<file path="config.mk">
export PLATFORM = sky130hd
export DESIGN_NAME = piso_stream
export DESIGN_NICKNAME = d
export VERILOG_FILES = /design/src/rtl/piso_stream.sv
export SDC_FILE = /design/constraint.sdc
export NUM_CORES = 1
export LEC_CHECK = 0
export ABC_AREA = 1
export CELL_PAD_IN_SITES_DETAIL_PLACEMENT = 0
export CELL_PAD_IN_SITES_GLOBAL_PLACEMENT = 1
export CORE_MARGIN = 5
export CORE_UTILIZATION = 35
export CTS_CLUSTER_SIZE = 28
export DETAILED_ROUTE_END_ITERATION = 12
export PLACE_DENSITY_LB_ADDON = 0.15
export SYNTH_ARGS = -nofsm -noshare
export SYNTH_HDL_FRONTEND = slang
export SYNTH_SLANG_ARGS = --single-unit
</file>
<file path="constraint.sdc">
create_clock -name clk -period 1.5 [get_ports clk]
set_input_delay 0.15 -clock clk [delete_from_list [all_inputs] [get_ports clk]]
set_output_delay 0.15 -clock clk [all_outputs]
set_load 0.005 [all_outputs]
</file>
<file path="src/rtl/piso_stream.sv">
`timescale 1ns/1ps
// piso_stream: parallel word in, one serial bit per transfer out, valid/ready on both sides.
// Latency 1 cycle from acceptance to first bit; dout_ready=0 freezes all state and outputs.
// Build macro PISO_STREAM_PARITY_EN appends an even-parity bit as the final frame bit.
module piso_stream #(
    parameter int DATA_WIDTH = 16,
    parameter bit LSB_FIRST  = 1'b1
) (
    input  logic                  clk,
    input  logic                  resetn,
    input  logic [DATA_WIDTH-1:0] din,
    input  logic                  din_valid,
    output logic                  din_ready,
    output logic                  dout,
    output logic                  dout_valid,
    output logic                  dout_last,
    input  logic                  dout_ready
);

`ifdef PISO_STREAM_PARITY_EN
    localparam int FRAME_LEN = DATA_WIDTH + 1;
`else
    localparam int FRAME_LEN = DATA_WIDTH;
`endif
    localparam int CNT_W = $clog2(FRAME_LEN + 1);
    localparam logic [CNT_W-1:0] LAST_IDX = CNT_W'(FRAME_LEN - 1);

    typedef enum logic {
        IDLE  = 1'b0,
        SHIFT = 1'b1
    } state_e;

    state_e                 state_q, state_d;
    logic [FRAME_LEN-1:0]   shreg_q, shreg_d;
    logic [FRAME_LEN-1:0]   frame_load;
    logic [CNT_W-1:0]       cnt_q, cnt_d;
    logic                   cur_bit;
    logic                   is_last;
    logic                   xfer;
    logic                   accept;

    // The parity bit sits at the end of the shift direction so it leaves last.
`ifdef PISO_STREAM_PARITY_EN
    always_comb begin
        if (LSB_FIRST) begin
            frame_load = {^din, din};
        end else begin
            frame_load = {din, ^din};
        end
    end
`else
    assign frame_load = din;
`endif

    assign cur_bit    = LSB_FIRST ? shreg_q[0] : shreg_q[FRAME_LEN-1];
    assign dout_valid = (state_q == SHIFT);
    assign dout       = dout_valid & cur_bit;
    assign is_last    = dout_valid && (cnt_q == LAST_IDX);
    assign dout_last  = is_last;
    assign xfer       = dout_valid && dout_ready;
    // Gated by resetn so upstream never sees ready while the block is held in reset.
    assign din_ready  = resetn && ((state_q == IDLE) || (dout_ready && is_last));
    assign accept     = din_valid && din_ready;

    always_comb begin
        state_d = state_q;
        shreg_d = shreg_q;
        cnt_d   = cnt_q;
        case (state_q)
            IDLE: begin
                if (accept) begin
                    state_d = SHIFT;
                    shreg_d = frame_load;
                    cnt_d   = '0;
                end
            end
            SHIFT: begin
                if (xfer) begin
                    if (is_last) begin
                        if (accept) begin
                            shreg_d = frame_load;
                            cnt_d   = '0;
                        end else begin
                            state_d = IDLE;
                            shreg_d = '0;
                            cnt_d   = '0;
                        end
                    end else begin
                        shreg_d = LSB_FIRST ? (shreg_q >> 1) : (shreg_q << 1);
                        cnt_d   = cnt_q + CNT_W'(1);
                    end
                end
            end
            default: begin
                state_d = IDLE;
                shreg_d = '0;
                cnt_d   = '0;
            end
        endcase
    end

    always_ff @(posedge clk or negedge resetn) begin
        if (!resetn) begin
            state_q <= IDLE;
            shreg_q <= '0;
            cnt_q   <= '0;
        end else begin
            state_q <= state_d;
            shreg_q <= shreg_d;
            cnt_q   <= cnt_d;
        end
    end

endmodule

</file>
# Word level (Yosys, flattened, before mapping)
# Cells that the tools add are included.
word_totals:
  inputBits: 20
  elab_cells: 29
  register_bits: 22
  out_inout_bits: 4
classes:
  n_bitwise: 2
  n_reduce_logical: 7
  add_sub_neg: 1
  eq_ne: 3
  mux: 13
ops:
  columns: ["op", "n"]
  rows:
  - ["16-bit two-way mux", 4]
  - ["16-bit case mux with 2 select lines", 1]
  - ["5-bit two-way mux", 3]
  - ["5-bit case mux with 2 select lines", 1]
  - ["5-bit by 1-bit adder with 5-bit output, second input constant", 1]
  - ["5-bit by 4-bit equality test with 1-bit output, second input constant", 1]
  - ["1-bit logical AND", 5]
  - ["1-bit two-way mux", 3]
  - ["2-bit by 1-bit inequality test with 1-bit output, second input constant", 1]
  - ["2-bit inequality test, second input constant", 1]
  - ["1-bit case mux with 2 select lines", 1]
  - ["2-bit AND reduction", 1]
  - ["1-bit bitwise AND", 1]
  - ["1-bit logical OR", 1]
  - ["1-bit NOT", 1]

# Longest topological paths before layout
logic_depth:
  word_depth: 10
  mapped_depth: 8
  depth_no_buf: 8

# Least setup slack after synthesis
# No wires, ideal clock.
synth_path:
  path_kind: "flip-flop to flip-flop"
  from: "register cnt_q[0]"
  to: "register shreg_q[1]"
  path_buffers: 2
  required_time_ns: 1.378
  setup_time_ns: 0.122
  path_slack_ns: 0.113
  synth_period_minus_slack_ns: 1.387
  stages_incl_launch_ff: 9
  arrival_ns: 1.265
  path_cell_list: "dfrtp_1 -> ha_1 -> nand4_2 -> o21ai_2 -> and2_4 -> buf_8 -> buf_12 -> nand3_2 -> nand3_2"
synth_between:
  elab_chain_len: 10
  word_cells_on_any_way: 12
  cone_classes: "eq/ne: 2; mux: 4; reduce/logical: 6"
synth_lines:
  columns: ["item", "line_no", "text"]
  rows:
  - ["start, declared", "36", "logic [CNT_W-1:0] cnt_q, cnt_d;"]
  - ["start signal, assigned", "110", "cnt_q <= cnt_d;"]
  - ["5-bit by 4-bit equality test with 1-bit output (*)", "58", "assign is_last = dout_valid && (cnt_q == LAST_IDX);"]
  - ["1-bit logical AND (*)", "58", null]
  - ["1-bit logical AND (*)", "62", "assign din_ready = resetn && ((state_q == IDLE) || (dout_ready && is_last));"]
  - ["1-bit logical OR (*)", "62", null]
  - ["1-bit logical AND (*)", "62", null]
  - ["net din_ready", "13", "output logic din_ready,"]
  - ["1-bit logical AND (*)", "63", "assign accept = din_valid && din_ready;"]
  - ["16-bit two-way mux", "80", "if (accept) begin"]
  - ["16-bit two-way mux", "79", "if (is_last) begin"]
  - ["16-bit two-way mux", "78", "if (xfer) begin"]
  - ["16-bit case mux with 2 select lines", "69", "case (state_q)"]
  - ["end signal, assigned", "109", "shreg_q <= shreg_d;"]
  - ["end, declared", "34", "logic [FRAME_LEN-1:0] shreg_q, shreg_d;"]
# Mark *: on every way through the listed nets, which the timed path passes. The rest lies on a longest branch. The select of a mux whose other input is x is not followed.
# A chain may end at the register's enable or synchronous reset.

# Worst setup path after layout
layout_path:
  from: "register cnt_q[0]"
  to: "output din_ready"
layout_between:
  elab_chain_len: 5
layout_lines:
  columns: ["item", "line_no"]
  rows:
  - ["5-bit by 4-bit equality test with 1-bit output", "58"]
  - ["1-bit logical AND", "58"]
  - ["1-bit logical AND", "62"]
  - ["1-bit logical OR", "62"]
  - ["1-bit logical AND", "62"]
  - ["end, declared", "13"]
# Every way passes these cells.

==> results_dict.tcl <==
set metrics [dict create \
    die-area_um2 4870 \
    clock_latency_ns 0.31 \
    finalCritPeriodShare_pct 107 \
    drv_cap 0 \
    cts_max_level 1 \
    met1Wirelength_um 1390 \
    place_area_um2 1580 \
    cp-end-kind "output pin" \
    syn_inst 135 \
    finalMaxSlewViolations 0 \
    die_w_um 69.8 \
    cts_tree "yes" \
    cp_max_fo 2 \
    vias 1077 \
    cp.required_ns 1.35 \
    ff2ff_path_depth 8 \
    antenna_left 0 \
    holdBufCountCts 0 \
    syn-cell-area_um2 1250 \
    slowest_stage "dfrtp_1" \
    final_design_area_no_fill_um2 1730 \
    synth_top_cell_by_area "dfrtp_1" \
    path_class "flop to output pin" \
    yosysTopAreaCellShare_pct 44.0 \
    grt_use_total_pct 13.4 \
    tightest_slew_ns 0.232 \
    drt_iter0_markers 66 \
    synth_edf_count 0 \
    ys_ff_latch 22 \
    crit_cells 6 \
    die_height_um 69.8 \
    grt_max_degree 18 \
    switching_share_pct 38.2 \
    dr.max_layer_used "met4" \
    cp-start-kind "flop" \
    drive_above_1_share_pct 34.5 \
    wl_met3_um 140 \
    initial_core_util_pct 36.9 \
    yosysWarnings 0 \
    crit_family "flip-flops" \
    remaining_drc_errors 0 \
    max_freq_ghz 0.622 \
    cts.sinks 22 \
    first_pass_iters 4 \
    power_leakage_nw 0.856 \
    cts_buffers 3 \
    num-nets-final 200 \
    area_growth_pct 38.7 \
    crit_buf_inv 2 \
    yosys-top-cells-area "dfrtp_1 (44%), nand3_1 (13%), nand3_2 (12%)" \
    synth_ff_type "dfrtp_1" \
    max-slew-margin-rel_pct 84.4 \
    grt_pass1_vias 1125 \
    hpwl_um 2100 \
    grt-ovfl-total 0 \
    finish.utilization_pct 51.2 \
    synth.most_common_cell "nand3_1" \
    syn_avg_cell_area_um2 9.26 \
    clockRootBuffer "clkbuf_4" \
    async_reset_ff_share_pct 100 \
    routabilityCongestion 0.827 \
    place_inst 214 \
    ys_top_cells_by_count "nand3_1 (33), nand2_1 (27), dfrtp_1 (22), nand3_2 (15), inv_1 (10)" \
    fill_cells 309 \
    grt_pass1_wl_um 5280 \
    diodes 0 \
    fin_ws_ns -0.107 \
    met2WireLength_um 1500 \
    setup_viol 18 \
    clockPowerShare_pct 11.1 \
    drt_wl_total_um 3060 \
    outcome "finished, violations left" \
    clk_pin_slew_worst_paths_ns 0.12 \
    grt_setup_unrepaired "true" \
    portBuffers 23 \
    slowest_delay_ns 0.41 \
    clock_skew_ns 0.00805 \
    syn_nets 156 \
    rows 21 \
    hold_path.class "input pin to async pin" \
    io_pins 24 \
    ys_types 25 \
    wire_per_inst_um 13.7 \
    power_density_nw_per_um2 1400 \
    ys_seq_area_share_pct 44.0 \
    finalHoldViolations 0 \
    ir_worst_vdd_v 0.000423 \
    clock_path_buffers 2 \
    fin_crit_ns 1.61 \
    final.setup.tns_ns -0.652 \
    core-area_um2 3390 \
    power.share.combinational_pct 47.9 \
    final_cells 223 \
    crit_top_cell "buf_6" \
    p_total_w 0.00243 \
    arrival_ns 1.46 \
    antenna_found_initial 0 \
    seq_power_share_pct 40.9 \
    crit_chain "ha_4, buf_6, nand4_4, o21ai_2, and2_4, buf_6" \
    failed_checks "negative setup slack" \
    vias_per_cell 4.83 \
    p_int_w 0.00150 \
    p_switching_w 0.000928 \
]
metrics by stage:
stage	setup WS (ns)	hold slack (ns)
after global routing	-0.182	0.287
after CTS	-0.148	0.277
after detailed placement	-0.162	0.481
final	-0.107	0.289
after floorplan	0.113	-0.146
after global placement	-0.151	0.475
area by class of cell:
class                           count  area (um2)  area share [%]
Clock buffer                        3        22.5            1.30
Inverter                           12        47.5            2.74
Multi-Input combinational cell     93         611            35.2
Sequential cell                    22         553            31.9
Tap cell                           46        57.6            3.32
Timing Repair Buffer               47         443            25.5
kinds of logic after synthesis:
family                   after synthesis  synth area share (%)
buffers and inverters                 20                  12.4
adder cells (fa/ha/maj)                1                  1.00
flip-flops                            22                  44.0
XOR/XNOR                               2                  1.40
AND/OR/NAND/NOR                       82                  36.8
AO/OA/AOI/OAI                          8                  4.30
sequential cells by signal (all words and copies together) (netlist names):
| signal | cells |
|---|---|
| cnt_q | 5 |
| dout_valid | 1 |
| shreg_q | 16 |
path summary, 6_finish.rpt:
check | from | end | slack, ns
worst min-delay path | resetn | shreg_q[2] | 0.29
worst min register to register | shreg_q[15] | shreg_q[15] | 0.51
worst max-delay path | cnt_q[0] | din_ready | -0.11
worst max register to register | cnt_q[0] | shreg_q[3] | -0.07
min in group clk | din[15] | shreg_q[15] | 0.40
max in group asynchronous | resetn | shreg_q[11] | 1.03
placed cells by master (no fill, tap or decap):
master / netlist / routed
buf_4: 0 / 19
o21ai_1: 2 / 3
o2111ai_2: 0 / 1
nor2_1: 3 / 2
buf_6: 3 / 6
nand3_2: 15 / 16
nor3_1: 1 / 1
dfrtp_1: 22 / 20
dlymetal6s2s_1: 0 / 1
xor2_1: 1 / 1
dfrtp_2: 0 / 2
nand2_2: 0 / 2
clkdlybuf4s50_1: 0 / 20
nor2_4: 0 / 2
buf_12: 1 / 1
and2_4: 1 / 1
nand3_4: 0 / 1
nand3_1: 33 / 31
inv_4: 0 / 1
xnor2_1: 1 / 1
o211a_1: 1 / 1
inv_1: 10 / 9
clkbuf_4: 0 / 3
ha_4: 0 / 1
a21oi_2: 0 / 1
inv_2: 2 / 2
o22ai_1: 1 / 1
nand2_1: 27 / 25
nand4_4: 0 / 1
o21ai_2: 1 / 1
power groups by stage:
stage               registers [W]  clock network, W  logic [W]
global route              0.00102          0.000305    0.00131
CTS                      0.000967          0.000293    0.00110
floorplan                0.000951                 0   0.000695
detailed placement       0.000980                 0    0.00100
global placement         0.000972                 0   0.000973
finish                   0.000994          0.000270    0.00116
repair_timing:
action / in CTS / in global routing
endpoints found under the setup margin: 20 / 21
gates resized for setup: 17 / 17
buffers inserted: 5 / 2
pin swaps: 4 / 7
layer usage:
layer  vias up  track usage (%)
li1        538                -
met2        31             23.0
met5         -                0
met1       504             16.4
met4         0             4.47
met3         4             2.90
Power figures use the tool's default switching activity.
